==> src/rtl/accum_seq_if.sv <==
`default_nettype none
// ============================================================================
// Module      : accum_seq_if
// Description : Operand-in / result-out valid-ready bundle for accum_seq.
// Revision    : 1.0 - initial release
// ============================================================================
interface accum_seq_if;
    logic        in_valid;
    logic [31:0] in_data;
    logic        in_ready;
    logic        out_valid;
    logic [31:0] out_sum;
    logic        out_carry;
    logic        out_ovf;
    logic        out_ready;

    modport master (
        output in_valid, in_data, out_ready,
        input  in_ready, out_valid, out_sum, out_carry, out_ovf
    );

    modport slave (
        input  in_valid, in_data, out_ready,
        output in_ready, out_valid, out_sum, out_carry, out_ovf
    );
endinterface
`default_nettype wire

==> src/rtl/accum_seq.sv <==
`default_nettype none
// ============================================================================
// Module      : accum_seq (with internal fullAdder)
// Description : Streams operands through a 32-bit adder into a running total,
//               reporting sticky carry / signed overflow. Define ACCUM_SAT_EN
//               to clamp the total on signed overflow instead of wrapping.
// Revision    : 1.0 - initial release
// ============================================================================
module fullAdder (
    input  wire logic [31:0] a,
    input  wire logic [31:0] b,
    input  wire logic        cin,
    output logic      [31:0] sum,
    output logic             cout
);
    assign {cout, sum} = {1'b0, a} + {1'b0, b} + {32'd0, cin};
endmodule

module accum_seq #(
    parameter int CNT_W = 8
) (
    input  wire logic             clk,
    input  wire logic             rst,
    input  wire logic             start,
    input  wire logic [CNT_W-1:0] len,
    output logic                  busy,
    accum_seq_if.slave            bus
);
    typedef enum logic [1:0] {
        IDLE  = 2'd0,
        ACCUM = 2'd1,
        DONE  = 2'd2
    } state_t;

    state_t           state, state_next;
    logic [31:0]      acc, acc_next;
    logic [CNT_W-1:0] remaining, remaining_next;
    logic             carry, carry_next;
    logic             ovf, ovf_next;

    logic [31:0]      sum;
    logic             cout;
    logic             beat_ovf;
    logic [31:0]      beat_acc;

    fullAdder u_adder (
        .a    (acc),
        .b    (bus.in_data),
        .cin  (1'b0),
        .sum  (sum),
        .cout (cout)
    );

    // Signed overflow: operands agree in sign but the result does not.
    assign beat_ovf = (acc[31] == bus.in_data[31]) && (sum[31] != acc[31]);

`ifdef ACCUM_SAT_EN
    assign beat_acc = beat_ovf ? (acc[31] ? 32'h8000_0000 : 32'h7FFF_FFFF) : sum;
`else
    assign beat_acc = sum;
`endif

    always_ff @(posedge clk) begin
        if (rst) begin
            state     <= IDLE;
            acc       <= 32'd0;
            remaining <= '0;
            carry     <= 1'b0;
            ovf       <= 1'b0;
        end else begin
            state     <= state_next;
            acc       <= acc_next;
            remaining <= remaining_next;
            carry     <= carry_next;
            ovf       <= ovf_next;
        end
    end

    always_comb begin
        state_next     = state;
        acc_next       = acc;
        remaining_next = remaining;
        carry_next     = carry;
        ovf_next       = ovf;
        case (state)
            IDLE: begin
                if (start) begin
                    acc_next       = 32'd0;
                    carry_next     = 1'b0;
                    ovf_next       = 1'b0;
                    remaining_next = len;
                    state_next     = (len == '0) ? DONE : ACCUM;
                end
            end
            ACCUM: begin
                if (bus.in_valid) begin
                    acc_next       = beat_acc;
                    carry_next     = carry | cout;
                    ovf_next       = ovf | beat_ovf;
                    remaining_next = remaining - 1'b1;
                    if (remaining == {{(CNT_W-1){1'b0}}, 1'b1}) begin
                        state_next = DONE;
                    end
                end
            end
            DONE: begin
                if (bus.out_ready) begin
                    state_next = IDLE;
                end
            end
            default: state_next = IDLE;
        endcase
    end

    // Handshake outputs decode straight from the state register.
    assign bus.in_ready  = (state == ACCUM);
    assign bus.out_valid = (state == DONE);
    assign bus.out_sum   = acc;
    assign bus.out_carry = carry;
    assign bus.out_ovf   = ovf;
    assign busy          = (state != IDLE);
endmodule
`default_nettype wire

==> src/flat_wrapper.sv <==
// flat-port wrapper written by rule: the top's interface ports become plain ports
module accum_seq_flat 
#(
    parameter int CNT_W = 8
)
  (clk, rst, start, len, busy, bus_in_valid, bus_in_data, bus_out_ready, bus_in_ready, bus_out_valid, bus_out_sum, bus_out_carry, bus_out_ovf);
  accum_seq_if bus_i ();
  input  wire logic clk;
  input  wire logic rst;
  input  wire logic start;
  input  wire logic [CNT_W-1:0] len;
  output logic busy;
  input wire logic [$bits(bus_i.in_valid)-1:0] bus_in_valid;
  input wire logic [$bits(bus_i.in_data)-1:0] bus_in_data;
  input wire logic [$bits(bus_i.out_ready)-1:0] bus_out_ready;
  output wire logic [$bits(bus_i.in_ready)-1:0] bus_in_ready;
  output wire logic [$bits(bus_i.out_valid)-1:0] bus_out_valid;
  output wire logic [$bits(bus_i.out_sum)-1:0] bus_out_sum;
  output wire logic [$bits(bus_i.out_carry)-1:0] bus_out_carry;
  output wire logic [$bits(bus_i.out_ovf)-1:0] bus_out_ovf;
  assign bus_i.in_valid = bus_in_valid;
  assign bus_i.in_data = bus_in_data;
  assign bus_i.out_ready = bus_out_ready;
  assign bus_in_ready = bus_i.in_ready;
  assign bus_out_valid = bus_i.out_valid;
  assign bus_out_sum = bus_i.out_sum;
  assign bus_out_carry = bus_i.out_carry;
  assign bus_out_ovf = bus_i.out_ovf;
  accum_seq #(.CNT_W(CNT_W)) u_core (.clk(clk), .rst(rst), .start(start), .len(len), .busy(busy), .bus(bus_i));
endmodule
==> config.mk <==
export PLATFORM = sky130hd
export DESIGN_NAME = accum_seq_flat
export DESIGN_NICKNAME = d
export VERILOG_FILES = /design/src/rtl/accum_seq_if.sv /design/src/rtl/accum_seq.sv /design/src/flat_wrapper.sv
export SDC_FILE = /design/constraint.sdc
export NUM_CORES = 1
export LEC_CHECK = 0
export ABC_AREA = 1
export BUFFER_PORTS_ARGS = -buffer_cell sky130_fd_sc_hd__buf_2
export CAP_MARGIN = 20
export CORE_ASPECT_RATIO = 1.2
export CORE_MARGIN = 2
export CORE_UTILIZATION = 50
export DETAILED_ROUTE_END_ITERATION = 6
export PLACE_DENSITY = 0.73
export SYNTH_ARGS = -nofsm -noshare
export SYNTH_HDL_FRONTEND = slang
export SYNTH_SLANG_ARGS = --single-unit
==> constraint.sdc <==
create_clock -name clk -period 2.7 [get_ports clk]
set_input_delay 0.135 -clock clk [delete_from_list [all_inputs] [get_ports clk]]
set_output_delay 0.135 -clock clk [all_outputs]
set_load 0.02 [all_outputs]
==> qor.yml <==
worst_setup_path:
  crit_path_start_kind: "flop"
  critPathArrivalTime_ns: 2.28
  end_kind: "flop"
  cp.required_ns: 2.88
  worstPathMaxFanout: 37
  ff2ff_setup_slack_ns: 0.60
  timing.rr.end: "u_core.remaining[1]$_SDFFE_PP0P_"
  r2r-start: "u_core.state[0]$_SDFFE_PP0P_"
  crit_type: "flop to flop"
  ff2ff_path_depth: 7
logic_synthesis:
  ys_seq_area_share_pct: 20.3
  yosysUniqueCellTypes: 34
  synth_area_leaders: "nand2_1, dfxtp_1, inv_1"
  synth_top_area_cell: "nand2_1"
  syn_area_um2: 4330
  syn_inst: 745
  synth-seq-cells: 44
  synth_edf_count: 0
  avgSynthCellArea_um2: 5.82
  async_flop_share_pct: 0
  synth_nets: 825
  yosysTopAreaCellShare_pct: 23.0
  synthFlopType: "dfxtp_1"
  yosys_warnings: 0
pwr:
  p_sw_share_pct: 49.4
  pwr-share-clk_pct: 17.7
  comb_power_share_pct: 54.4
  leakagePower_nw: 2.82
  seqPwrFrac_pct: 27.9
  power_density_nw_per_um2: 649
  ir_worst_vdd_mv: 0.541
  p_sw_mw: 1.59
  total_power_mw: 3.22
  p_int_mw: 1.63
cts:
  hold_buffers: 0
  clock_path_buffers: 2
  cts_buffers: 5
  insertion_delay_ns: 0.32
  cts_root_buf: "clkbuf_8"
  cts_setup_buffers: 0
  htreeDepth: 2
  cts.reportedPaths.clkPinSlew_ns: 0.10
  clkSinkCount: 44
  cts_tree: "built"
  cts_resized: 0
placed_design:
  port_buffers: 81
  place_congestion: 0.919
  hpwlAfterDp_mm: 9.58
floorplan:
  dieArea_um2: 9430
  die_w_um: 89.0
  coreArea_um2: 8520
  io_pins: 82
  initial_utilization_pct: 50.9
  die_h_um: 106
  fp-row-count: 37
route:
  drc: 0
  firstDrtPassIters: 5
  wl_mm: 12.1
  drt_iter0_drc: 232
  vias: 4814
  wl_per_cell_um: 12.9
  viasPerCell: 5.12
  postRouteAntennaNets: 0
timing:
  rsz0062_at_grt: "no"
  min_period_over_period_pct: 77.7
  hold_viol: 0
  layout_min_cycle_time_ns: 2.10
  setup_viol_count_final: 0
  worst_pin_slew_ns: 0.712
  slew_viol_final: 0
  max_freq_ghz: 0.477
  tns_ns: 0
  skew_ns: 0.00856
  relSlewSlack_pct: 52.4
global_route:
  grtUsageTotal_pct: 26.9
  grt_util_met2_pct: 47.2
  top_usage_layer: "met2"
  antenna_found_initial: 0
  use_met1_pct: 32.8
  gr-usage-met3_pct: 4.74
  grt_overflow: 0
  grt_max_degree: 38
  grt_first_pass_wirelength_mm: 20.4
  grt_pass1_vias: 4627
worst_hold_path:
  hold-path-cell-count: 3
  min_to: "u_core.remaining[0]$_SDFFE_PP0P_"
  hp-start: "len[0]"
  hp-class: "input port to flop"
status:
  status: "finished, final reports clean"
run:
  drv_cap: 0
layout:
  antenna_cells: 0
  nets: 902
  final_common_cell: "nand2_1"
  syn_to_final_growth_pct: 14.3
  drive_gt1_share_pct: 18.6
  layout_common_cells: "nand2_1, inv_1, buf_2"
## worst max-delay path, cell delays in order, from the launching register on
cell	delay [ns]
dfxtp_1	0.38
inv_1	0.09
nor2_4	0.23
nand2_2	0.27
nand2_2	0.29
inv_2	0.34
a211oi_1	0.28
a211oi_1	0.07
## how the worst max path moves through the flow
stage                                             from                             endpoint  cells past startpoint
floorplan           u_core.bus.out_sum[0]$_SDFFE_PP0P_  u_core.bus.out_sum[24]$_SDFFE_PP0P_                     13
global placement          u_core.state[0]$_SDFFE_PP0P_     u_core.remaining[1]$_SDFFE_PP0P_                      7
detailed placement        u_core.state[0]$_SDFFE_PP0P_     u_core.remaining[1]$_SDFFE_PP0P_                      7
CTS                       u_core.state[0]$_SDFFE_PP0P_     u_core.remaining[1]$_SDFFE_PP0P_                      7
global route              u_core.state[0]$_SDFFE_PP0P_     u_core.remaining[1]$_SDFFE_PP0P_                      7
finish                    u_core.state[0]$_SDFFE_PP0P_     u_core.remaining[1]$_SDFFE_PP0P_                      7
## cell usage after synthesis, types with 2 or more instances
library cell / instances
a211oi_1: 4
a21o_1: 2
a21oi_1: 64
a21oi_2: 8
and2_1: 3
buf_2: 6
clkbuf_1: 5
dfxtp_1: 44
ha_1: 34
inv_1: 125
inv_2: 4
nand2_1: 265
nand2_2: 22
nand3_1: 31
nand3_2: 14
nand3b_1: 6
nand4_1: 2
nor2_1: 47
nor2_2: 9
nor3_1: 5
nor4_1: 2
o211ai_1: 2
o21ai_0: 27
o21bai_1: 3
or2_2: 2
## area by class of cell
class | instances | area [um2]
fill | 906 | 3570
multi-input combinational | 560 | 2910
sequential | 44 | 881
inverter | 129 | 484
timing repair buffer | 82 | 413
tap | 117 | 146
clock buffer | 5 | 68.8
clock inverter | 3 | 46.3
## kinds of logic (layout without fill, tap and decap cells)
logic type / count (synthesis) / in the layout / share of synthesized area [%]
AOI/OAI and AO/OA: 112 / 112 / 14.3
buffers and inverters: 141 / 219 / 12.5
DFF: 44 / 44 / 20.3
adders and majority gates: 35 / 35 / 10.3
and+or+nand+nor: 413 / 413 / 42.6
## per-layer routing
layer / routed length (um) / vias to the layer above
met5: 0 / -
met4: 308 / 0
met3: 773 / 26
met2: 5800 / 162
met1: 5220 / 2134
li1: - / 2492
## registers in the layout, summed over array words and instances (netlist names)
name,cells
u_core.bus.out_carry,1
u_core.bus.out_ovf,1
u_core.bus.out_sum,32
u_core.remaining,8
u_core.state,2
## power groups by stage
stage | logic (mW) | clock network [mW] | registers, mW
2_1_floorplan | 1.24 | 0 | 0.974
3_3_place_gp | 1.70 | 0 | 0.901
3_5_place_dp | 1.74 | 0 | 0.908
4_1_cts | 1.74 | 0.579 | 0.894
5_1_grt | 1.99 | 0.601 | 0.915
6_report | 1.75 | 0.570 | 0.896
## through the flow
stage	instances	hold slack, ns	setup slack [ns]	utilization, %	area (um2)
3_3_place_gp	932	0.450	0.706	56.8	4840
3_5_place_dp	932	0.436	0.615	56.8	4840
4_1_cts	940	0.0857	0.604	58.1	4950
2_1_floorplan	745	0.294	0.798	-	4330
5_1_grt	940	0.0927	0.287	58.1	4950
6_report	940	0.0923	0.603	58.1	4950
(Power assumes the default switching activity.)
